<file path="src/rtl/fft_frame_sequencer.sv">
// ---------------------------------------------------------------------------
// fft_frame_sequencer
//
// Runs the audio analysis path one frame at a time. A frame triggers an audio
// RAM load, starts the FFT controller, then reads FFT power RAM bins 1..LEN/2-1
// to find the peak bin. The DC bin and the mirror half are not read. The power
// RAM has one read port, which is shared between this scanner and the host.
//
// Handshake semantics: none of the interfaces is valid/ready. oLoadStart and
// oFftStart are single-cycle request pulses. iLoadComplete and iFftDone are
// accepted only on a 0->1 transition seen while waiting for them, so a level
// that was already high does not count. oFrameReady is a single-cycle pulse
// in the cycle where the peak outputs first show the new frame.
//
// Ports
//   iStateClk      clock; every input is synchronous to it
//   iReset         asynchronous, active-high reset
//   iEnable        level: run frames back to back
//   iHostReq       pulse: from IDLE, run one frame and clear oError
//   iThreshold     power threshold that drives oSound
//   oLoadStart     pulse to the audio RAM controller
//   iLoadComplete  load complete from the audio RAM controller
//   oFftStart      pulse to the FFT controller
//   iFftDone       FFT done from the FFT controller
//   oFftAddr       power RAM read address (scanner or host)
//   iFftPower      power RAM read data, RD_LAT cycles after the address
//   iFftExp        block exponent, same timing as iFftPower
//   iHostAddr      host read address
//   oHostBusy      1 while the scanner owns the power RAM port
//   oPeakBin       peak bin of the last completed frame
//   oPeakPower     power at oPeakBin
//   oPeakExp       exponent captured with the peak
//   oSound         oPeakPower >= iThreshold, sampled at frame end
//   oFrameReady    single-cycle strobe when the peak outputs update
//   oFrameCount    count of completed frames (wraps)
//   oBusy          FSM is not in IDLE
//   oError         sticky watchdog timeout flag
//   oState         debug view of the FSM state
// ---------------------------------------------------------------------------
module fft_frame_sequencer #(
  parameter int LEN     = 1024,
  parameter int LBITS   = 10,
  parameter int BITS    = 16,
  parameter int EBITS   = 6,
  parameter int RD_LAT  = 2,
  parameter int TIMEOUT = 2**20
) (
  input  logic             iStateClk,
  input  logic             iReset,
  input  logic             iEnable,
  input  logic             iHostReq,
  input  logic [BITS-1:0]  iThreshold,
  output logic             oLoadStart,
  input  logic             iLoadComplete,
  output logic             oFftStart,
  input  logic             iFftDone,
  output logic [LBITS-1:0] oFftAddr,
  input  logic [BITS-1:0]  iFftPower,
  input  logic [EBITS-1:0] iFftExp,
  input  logic [LBITS-1:0] iHostAddr,
  output logic             oHostBusy,
  output logic [LBITS-1:0] oPeakBin,
  output logic [BITS-1:0]  oPeakPower,
  output logic [EBITS-1:0] oPeakExp,
  output logic             oSound,
  output logic             oFrameReady,
  output logic [15:0]      oFrameCount,
  output logic             oBusy,
  output logic             oError,
  output logic [2:0]       oState
);

  typedef enum logic [2:0] {
    S_IDLE      = 3'd0,
    S_LOAD_REQ  = 3'd1,
    S_LOAD_WAIT = 3'd2,
    S_FFT_START = 3'd3,
    S_FFT_WAIT  = 3'd4,
    S_SCAN      = 3'd5,
    S_DRAIN     = 3'd6,
    S_DONE      = 3'd7
  } state_t;

  localparam int WDW = $clog2(TIMEOUT + 1);
  localparam int DCW = $clog2(RD_LAT + 1);
  localparam logic [LBITS-1:0] FIRST_BIN  = LBITS'(1);
  localparam logic [LBITS-1:0] LAST_BIN   = LBITS'(LEN / 2 - 1);
  localparam logic [WDW-1:0]   WD_LAST    = WDW'(TIMEOUT - 1);
  localparam logic [DCW-1:0]   DRAIN_LAST = DCW'(RD_LAT - 1);

  state_t state, state_nxt;

  logic             load_prev, done_prev;
  logic [WDW-1:0]   wd_cnt;
  logic [LBITS-1:0] scan_addr;
  logic [DCW-1:0]   drain_cnt;
  logic             vld_sr [RD_LAT];
  logic [LBITS-1:0] bin_sr [RD_LAT];
  logic             have_max;
  logic [LBITS-1:0] max_bin;
  logic [BITS-1:0]  max_pwr;
  logic [EBITS-1:0] max_exp;

  logic             load_rise, fft_rise, wd_expired, timeout;
  logic             take_sample, drain_end;
  logic [LBITS-1:0] cand_bin;
  logic [BITS-1:0]  cand_pwr;
  logic [EBITS-1:0] cand_exp;

  assign load_rise  = iLoadComplete & ~load_prev;
  assign fft_rise   = iFftDone & ~done_prev;
  assign wd_expired = (wd_cnt == WD_LAST);
  assign drain_end  = (state == S_DRAIN) && (drain_cnt == DRAIN_LAST);

  // The tail of the shift register marks the cycle where iFftPower belongs to
  // bin_sr's tail. Strict '>' keeps the lowest bin when several bins tie.
  assign take_sample = vld_sr[RD_LAT-1] && (!have_max || (iFftPower > max_pwr));
  assign cand_bin    = take_sample ? bin_sr[RD_LAT-1] : max_bin;
  assign cand_pwr    = take_sample ? iFftPower        : max_pwr;
  assign cand_exp    = take_sample ? iFftExp          : max_exp;

  // Next-state logic
  always_comb begin
    state_nxt = state;
    timeout   = 1'b0;
    case (state)
      S_IDLE:      if (iEnable || iHostReq) state_nxt = S_LOAD_REQ;
      S_LOAD_REQ:  state_nxt = S_LOAD_WAIT;
      S_LOAD_WAIT: begin
        if (load_rise) begin
          state_nxt = S_FFT_START;
        end else if (wd_expired) begin
          state_nxt = S_IDLE;
          timeout   = 1'b1;
        end
      end
      S_FFT_START: state_nxt = S_FFT_WAIT;
      S_FFT_WAIT: begin
        if (fft_rise) begin
          state_nxt = S_SCAN;
        end else if (wd_expired) begin
          state_nxt = S_IDLE;
          timeout   = 1'b1;
        end
      end
      S_SCAN:      if (scan_addr == LAST_BIN) state_nxt = S_DRAIN;
      S_DRAIN:     if (drain_cnt == DRAIN_LAST) state_nxt = S_DONE;
      S_DONE:      state_nxt = iEnable ? S_LOAD_REQ : S_IDLE;
      default:     state_nxt = S_IDLE;
    endcase
  end

  always_ff @(posedge iStateClk or posedge iReset) begin
    if (iReset) state <= S_IDLE;
    else        state <= state_nxt;
  end

  // Outputs decoded from the state
  assign oLoadStart  = (state == S_LOAD_REQ);
  assign oFftStart   = (state == S_FFT_START);
  assign oHostBusy   = (state == S_SCAN) || (state == S_DRAIN);
  assign oFrameReady = (state == S_DONE);
  assign oBusy       = (state != S_IDLE);
  assign oFftAddr    = oHostBusy ? scan_addr : iHostAddr;
  assign oState      = state;

  // Datapath: edge detect, watchdog, scan counter, read pipeline, running max
  always_ff @(posedge iStateClk or posedge iReset) begin
    if (iReset) begin
      load_prev   <= 1'b0;
      done_prev   <= 1'b0;
      wd_cnt      <= '0;
      scan_addr   <= '0;
      drain_cnt   <= '0;
      for (int i = 0; i < RD_LAT; i++) begin
        vld_sr[i] <= 1'b0;
        bin_sr[i] <= '0;
      end
      have_max    <= 1'b0;
      max_bin     <= '0;
      max_pwr     <= '0;
      max_exp     <= '0;
      oPeakBin    <= '0;
      oPeakPower  <= '0;
      oPeakExp    <= '0;
      oSound      <= 1'b0;
      oFrameCount <= '0;
      oError      <= 1'b0;
    end else begin
      load_prev <= iLoadComplete;
      done_prev <= iFftDone;

      // The watchdog is cleared in the state just before each wait state.
      if ((state == S_LOAD_REQ) || (state == S_FFT_START))
        wd_cnt <= '0;
      else if ((state == S_LOAD_WAIT) || (state == S_FFT_WAIT))
        wd_cnt <= wd_cnt + WDW'(1);

      if (state == S_FFT_WAIT)
        scan_addr <= FIRST_BIN;
      else if ((state == S_SCAN) && (scan_addr != LAST_BIN))
        scan_addr <= scan_addr + LBITS'(1);

      if (state == S_SCAN)       drain_cnt <= '0;
      else if (state == S_DRAIN) drain_cnt <= drain_cnt + DCW'(1);

      vld_sr[0] <= (state == S_SCAN);
      bin_sr[0] <= scan_addr;
      for (int i = 1; i < RD_LAT; i++) begin
        vld_sr[i] <= vld_sr[i-1];
        bin_sr[i] <= bin_sr[i-1];
      end

      if (state == S_FFT_WAIT) begin
        have_max <= 1'b0;
      end else if (take_sample) begin
        have_max <= 1'b1;
        max_bin  <= bin_sr[RD_LAT-1];
        max_pwr  <= iFftPower;
        max_exp  <= iFftExp;
      end

      // The last sample arrives in the final drain cycle. The cand_* values
      // already include it, so the outputs are loaded while entering DONE.
      if (drain_end) begin
        oPeakBin    <= cand_bin;
        oPeakPower  <= cand_pwr;
        oPeakExp    <= cand_exp;
        oSound      <= (cand_pwr >= iThreshold);
        oFrameCount <= oFrameCount + 16'd1;
      end

      if (timeout)
        oError <= 1'b1;
      else if ((state == S_IDLE) && iHostReq)
        oError <= 1'b0;
    end
  end

endmodule

</file>
<file path="config.mk">
export PLATFORM = sky130hd
export DESIGN_NAME = fft_frame_sequencer
export DESIGN_NICKNAME = d
export VERILOG_FILES = /design/src/rtl/fft_frame_sequencer.sv
export SDC_FILE = /design/constraint.sdc
export NUM_CORES = 1
export LEC_CHECK = 0
export CORE_MARGIN = 4
export CORE_UTILIZATION = 36
export CTS_BUF_LIST = sky130_fd_sc_hd__clkbuf_8 sky130_fd_sc_hd__clkbuf_16
export DETAILED_ROUTE_END_ITERATION = 16
export PLACE_DENSITY = 0.69
export SYNTH_ARGS = -nofsm -noshare
export SYNTH_HDL_FRONTEND = slang
export SYNTH_SLANG_ARGS = --single-unit
</file>
<file path="constraint.sdc">
create_clock -name iStateClk -period 9.5 [get_ports iStateClk]
set_input_delay 1.425 -clock iStateClk [delete_from_list [all_inputs] [get_ports iStateClk]]
set_output_delay 1.425 -clock iStateClk [all_outputs]
set_load 0.005 [all_outputs]
</file>
==> metrics.txt, run 1 <==
status finished, final reports clean; die width 151.2 um; DR vias/cell 5.181; DRT Wirelength 18.30 mm; Overall Power 2616 uW; Slew Limit Fails 0; worst-path cell with the longest stage delay a2111oi_4; type of the worst setup path in2reg; core region area 20230 sq um; synthesized area per cell 10.28 sq um; most frequent cell after synthesis dfrtp_1; full die area 22860 sq um; post-placement cell area 8823 sq um; Async S/R FF share, synth 100.0%; Overall Global Routing Usage 16.43%; Cell Rows 52; CTS Hold Buffers Added 0; CP max stage delay 0.79 ns; worst-case clock buffer depth 2; DP Worst Slack 3.793 ns; cts repair resizes 0; Worst slew margin 19.00%; synth warn 0; RD Place Congestion 0.7917; Synth Instances 718; first-pass GRT wire length 29.79 mm; chip height 151.2 um; IO Port Bufs 121; final setup vio count 0; total CTS buffers 17; power per cell area 277.8 nW/um^2; fin worst setup slack 4.253 ns; syn nets 808; grt ovf 0; Setup Buffers After CTS 0; hpwl dp 12.08 mm; Area growth, synth to finish 27.56%; filler cell count 1884; Clock Root Buffer clkbuf_16; sequential-to-total area share from yosys stat 48.47%; Final Instance Area 9417 sq um; vias in the first global route 5776; CTS tree built; layout cells sized above 1 10.58%; synth cell count leaders dfrtp_1 (143), nor2_1 (77), o21ai_0 (56); Worst Skew 0.009968 ns; Hold Fails Final Rpt 0; Worst EP required 9.79 ns; ANT cells 0; CTS Sinks 143; ANT nets after route 0; Leak Pwr 0.004153 uW; via count 5756; endpoint class of the critical path flip-flop; 1st-pass router iterations 5; area share of the largest cell type after synthesis 48.47%; final hold slack 0.3473 ns; initial antenna violation count 0; # H-tree levels 4; 1st-iter DRT viols 285; worst path cell trace clkdlybuf4s50_1, ha_1, a21oi_1, nand2_1, a211o_1, a2111oi_4, buf_4, o21ai_0, o31a_1, ha_1, nand2b_1, a21o_1, a211oi_1, o311ai_0, nand2_1, a31oi_1; RSZ-0062 raised after global routing false; Ports 122; Yosys top cell by area dfrtp_1; Sum Neg Setup Slack 0 ns; CP Launch Type primary input; max_cap viols 0; Clk Latency, worst-skew pair 0.42 ns; DRC Markers 0; Worst Path Arrival 5.54 ns; CP Max Fanout 32; highest clock rate 190.6 MHz; Clk pin slew, worst setup/hold paths 0.06 ns; Cell variety after synth 54; Buf/Inv on CP 2; Initial Util 36.48%; Worst-Margin Slew 1.215 ns; min-delay worst type reg2reg; synthesis-stage register bit count 143; min Tclk post-route 5.247 ns; WL/cell 16.47 um; largest net degree at the start of global routing 83; synthesized area 7382 sq um; EDFF count, synth 0; Nets 918; cell family with most CP delay compound AO/OA/AOI/OAI gates; Top FF cell, synth dfrtp_1; worst IR drop on VDD 151.4 uV; Tcrit/Tclk final 55.24%; Synth area leaders dfrtp_1 (48%), ha_1 (6.1%), mux2_4 (6.1%)
registers in the layout, summed over array words and instances, names as in the netlist, 3 cells and up:
| name | flops |
|---|---|
| max_bin | 10 |
| oPeakPower | 16 |
| oState | 3 |
| oFrameCount | 16 |
| max_pwr | 16 |
| oPeakExp | 6 |
| oPeakBin | 10 |
| bin_sr | 20 |
| wd_cnt | 21 |
| max_exp | 6 |
| scan_addr | 10 |
cell families (layout without fill, tap and decap cells):
group | Yosys count | in the layout | share of synthesized area, %
muxes | 42 | 42 | 7.915
buffers and inverters | 79 | 202 | 4.559
adders and majority gates | 36 | 36 | 6.102
AOI/OAI and AO/OA | 168 | 168 | 14.58
and+or+nand+nor | 210 | 210 | 13.63
DFF | 143 | 143 | 48.47
xor gates and xnor gates | 40 | 40 | 4.746
metrics by stage:
| stage | utilization, % | std cells |
|---|---|---|
| finish | 46.54 | 1111 |
| global route | 46.54 | 1111 |
| CTS | 46.54 | 1111 |
| detailed placement | 43.61 | 1079 |
| global placement | 43.61 | 1079 |
| floorplan | - | 718 |
power by group:
part,switching [uW],total (uW),internal (uW)
sequential,142,918,776
clock,254,666,412
combinational,510,1030,521
final cells by class:
class / instances / area [sq um] / share of cell area (%)
timing repair buffer: 130 / 1279 / 13.58
inverter: 40 / 155.1 / 1.648
sequential: 143 / 3578 / 38.00
clock buffer: 21 / 480.5 / 5.102
clock inverter: 11 / 112.6 / 1.196
tap: 270 / 337.8 / 3.588
multi-input combinational: 496 / 3473 / 36.89
layout by cell type (no fill, tap or decap), drive strengths merged, types with 2 or more instances in the layout:
master and n:
dfrtp 143, clkdlybuf4s50 121, nor2 77, o21ai 60
a21oi 51, nand2 45, inv 42, mux2 41
ha 36, nand3 35, a41oi 31, xor2 22
clkbuf 21, xnor2 18, nand4 15, buf 9
and3 6, a21o 6, nor2b 6, nor3 6
clkinv 6, or3 4, and2 3, nand2b 3
o311ai 3, a2111oi 2, o31a 2, o31ai 2
a22o 2, bufinv 2, nor4 2, nor3b 2
path summary, 6_finish.rpt:
kind	depth (start not counted)	slack (ns)	startpoint	to
max in group asynchronous	3	6.59	iReset	bin_sr[15]
min in group asynchronous	2	1.45	iReset	oFrameCount[8]
setup reg to reg	16	5.40	max_pwr[14]	oSound
hold / removal	0	0.35	bin_sr[12]	bin_sr[2]
setup / recovery	16	4.25	iFftPower[14]	oSound
hold reg to reg	0	0.35	bin_sr[12]	bin_sr[2]
routing by layer:
layer	track usage, %	vias to the layer above	routed length, um
li1	-	2765	-
met5	0	-	0
met3	4.039	21	979
met1	22.65	2816	8505
met2	25.72	154	8511
met4	4.805	0	303
Note: power is estimated with default switching activity, not from simulation.
==> inputs of run 2 (changes only) <==
--- a/config.mk
+++ b/config.mk
@@ -9,7 +9,7 @@
 export CORE_UTILIZATION = 36
 export CTS_BUF_LIST = sky130_fd_sc_hd__clkbuf_8 sky130_fd_sc_hd__clkbuf_16
 export DETAILED_ROUTE_END_ITERATION = 16
-export PLACE_DENSITY = 0.69
+export PLACE_DENSITY = 0.71
 export SYNTH_ARGS = -nofsm -noshare
 export SYNTH_HDL_FRONTEND = slang
 export SYNTH_SLANG_ARGS = --single-unit
==> constraint.sdc (replaced) <==
create_clock -name iStateClk -period 4.4 [get_ports iStateClk]
set_input_delay 0.66 -clock iStateClk [delete_from_list [all_inputs] [get_ports iStateClk]]
set_output_delay 0.66 -clock iStateClk [all_outputs]
set_load 0.005 [all_outputs]
==> run 2 against run 1 <==
Net effect:
- worst hold slack about the same
- worst setup slack got worse by 3.8 ns
- clock power increased by 110%
- combinational power increased by 120%
- final cell count increased by 1.5%
- register-to-register slack got worse by 4.7 ns
- clock skew increased by 0.0022 ns
- core utilization increased by 0.56 points
- critical path depth decreased by 1
- critical endpoint unchanged
- largest cell class unchanged
- highest routed layer unchanged
==> metrics.txt, run 2 (same netlist as run 1, synthesis figures left out) <==
final core utilization 47.09% (+0.56 points); full die area 22860 sq um (unchanged); Sum Neg Setup Slack 0 ns (unchanged); power per cell area 589.4 nW/um^2 (+110%); worst-case clock buffer depth 2 (unchanged); ANT cells 0 (unchanged); endpoint class of the critical path flip-flop; core region area 20230 sq um (unchanged); 1st-iter DRT viols 350 (+23%); final setup vio count 0 (unchanged); Worst slew margin 42.14% (+23 points); Clk Latency, worst-skew pair 0.42 ns (about the same); DR vias/cell 5.166 (-0.29%); Largest register FFs 21 (unchanged); total CTS buffers 17 (unchanged); die width 151.2 um (unchanged); status finished, final reports clean; highest clock rate 250.7 MHz; CP Max Fanout 14 (-56%); Slew Limit Fails 0 (unchanged); Hold Fails Final Rpt 0 (unchanged); RD Place Congestion 0.7761 (-2.0%); Ports 122 (unchanged); IO Port Bufs 121 (unchanged); first-pass GRT wire length 29.74 mm (-0.16%); Worst Skew 0.01218 ns (+0.002212 ns); commonest non-fill, non-tap cell in the layout dfrtp_1; Reg with most FFs wd_cnt; Overall Global Routing Usage 16.34% (-0.098 points); 1st-pass router iterations 7 (+2); Clk pin slew, worst setup/hold paths 0.06 ns (about the same); Area growth, synth to finish 29.08%; CTS Sinks 143 (unchanged); CP Launch Type primary input; Worst EP required 4.69 ns (-5.10 ns); Tcrit/Tclk final 90.65%; min Tclk post-route 3.989 ns; # H-tree levels 4 (unchanged); Leak Pwr 0.004212 uW (+1.4%); grt ovf 0 (unchanged); layout cells sized above 1 12.47% (+1.9 points); worst IR drop on VDD 325.4 uV (+110%); vias in the first global route 5822 (+0.80%); CTS Hold Buffers Added 0 (unchanged); DRT Wirelength 18.01 mm (-1.6%); cts repair resizes 0 (unchanged); min-delay worst type reg2reg; DRC Markers 0 (unchanged); initial antenna violation count 0 (unchanged); WL/cell 15.96 um (-3.1%); Cell Rows 52 (unchanged); filler cell count 1870 (-0.74%); Initial Util 36.48% (unchanged); type of the worst setup path in2reg; Nets 935 (+1.9%); Clock Root Buffer clkbuf_16; most frequent cells in the layout dfrtp_1 (143), clkdlybuf4s50_1 (121), nor2_1 (77), o21ai_0 (56), a21oi_1 (51); chip height 151.2 um (unchanged); Setup Buffers After CTS 0 (unchanged); hpwl dp 11.93 mm (-1.3%); Worst Path Arrival 4.28 ns (-1.26 ns); largest net degree at the start of global routing 144 (+73%); ANT nets after route 0 (unchanged); via count 5827 (+1.2%); max_cap viols 0 (unchanged); RSZ-0062 raised after global routing false; Worst-Margin Slew 0.8571 ns (-0.3579 ns); top flop regs wd_cnt: 21 flops, bin_sr: 20 flops; CTS tree built
## run 2: cell types whose count changed in the layout (fill, tap and decap cells not counted)
cell,change
inv_6,+3
clkinvlp_4,+2
buf_4,+16
bufinv_16,-2
clkbuf_8,-1
inv_8,+1
clkinv_2,-4
buf_12,+1
clkinv_4,+2
inv_1,-1
## run 2: critical path: stages
cell and delay [ns]:
clkdlybuf4s50_1 0.42, ha_1 0.34, a21oi_1 0.17, nand2_1 0.08, a211o_1 0.34, a2111oi_4 0.70
o21ai_0 0.30, o31a_1 0.17, ha_1 0.26, nand2b_1 0.14, a21o_1 0.17, a211oi_1 0.23
o311ai_0 0.15, nand2_1 0.08, a31oi_1 0.06
## run 2: metrics by stage
| stage | setup WS (ns) | total power [uW] | hold WS (ns) | cells | instance area (sq um) |
|---|---|---|---|---|---|
| 2_1_floorplan | 0.9279 | 3330 | 0.3312 | 718 | 7386 |
| 3_3_place_gp | 0.1292 | 4229 | 0.3314 | 1095 | 8955 |
| 3_5_place_dp | 0.02978 | 4261 | 0.3347 | 1095 | 8955 |
| 4_1_cts | 0.4440 | 5678 | 0.3495 | 1127 | 9522 |
| 5_1_grt | 0.1738 | 6033 | 0.3555 | 1128 | 9529 |
| 6_report | 0.4113 | 5617 | 0.3473 | 1128 | 9529 |
## run 2: worst paths after layout
check / slack (ns) / depth (start not counted) / start / to
worst max-delay path: 0.41 / 15 / iFftPower[14] / oSound
worst min-delay path: 0.35 / 0 / bin_sr[13] / bin_sr[3]
worst max register to register: 0.70 / 15 / max_pwr[14] / oSound
worst min register to register: 0.35 / 0 / bin_sr[13] / bin_sr[3]
max in group asynchronous: 3.00 / 3 / iReset / oPeakExp[2]
min in group asynchronous: 0.79 / 3 / iReset / bin_sr[15]
## run 2: cell type report
class | count | area (sq um) | area share [%]
Timing Repair Buffer | 147 | 1419 | 14.89
Clock inverter | 12 | 100.1 | 1.050
Sequential cell | 143 | 3578 | 37.55
Inverter | 40 | 153.9 | 1.615
Multi-Input combinational cell | 496 | 3473 | 36.45
Clock buffer | 20 | 466.7 | 4.898
Tap cell | 270 | 337.8 | 3.545
## run 2: power by group
part / internal, uW / total [uW] / leakage, uW / switching (uW)
combinational: 1160 / 2270 / 0.00209 / 1100
sequential: 1680 / 1980 / 0.00185 / 308
clock: 779 / 1370 / 0.000278 / 587
## run 2: per-layer routing
metal | GRT usage (%) | wire length [um] | part of all wire (%) | up-vias
li1 | - | - | - | 2806
met1 | 22.54 | 8309 | 46 | 2823
met2 | 25.34 | 8393 | 47 | 184
met3 | 4.339 | 1140 | 6.3 | 14
met4 | 4.714 | 162 | 0.90 | 0
met5 | 0 | 0 | 0 | -
==> inputs of run 3 (changes only) <==
--- a/config.mk
+++ b/config.mk
@@ -10,6 +10,7 @@
 export CTS_BUF_LIST = sky130_fd_sc_hd__clkbuf_8 sky130_fd_sc_hd__clkbuf_16
 export DETAILED_ROUTE_END_ITERATION = 16
 export PLACE_DENSITY = 0.71
+export SKIP_CTS_REPAIR_TIMING = 1
 export SYNTH_ARGS = -nofsm -noshare
 export SYNTH_HDL_FRONTEND = slang
 export SYNTH_SLANG_ARGS = --single-unit
==> results of run 3 <==
Final layout, timing and power as in run 2 (identical DEF).
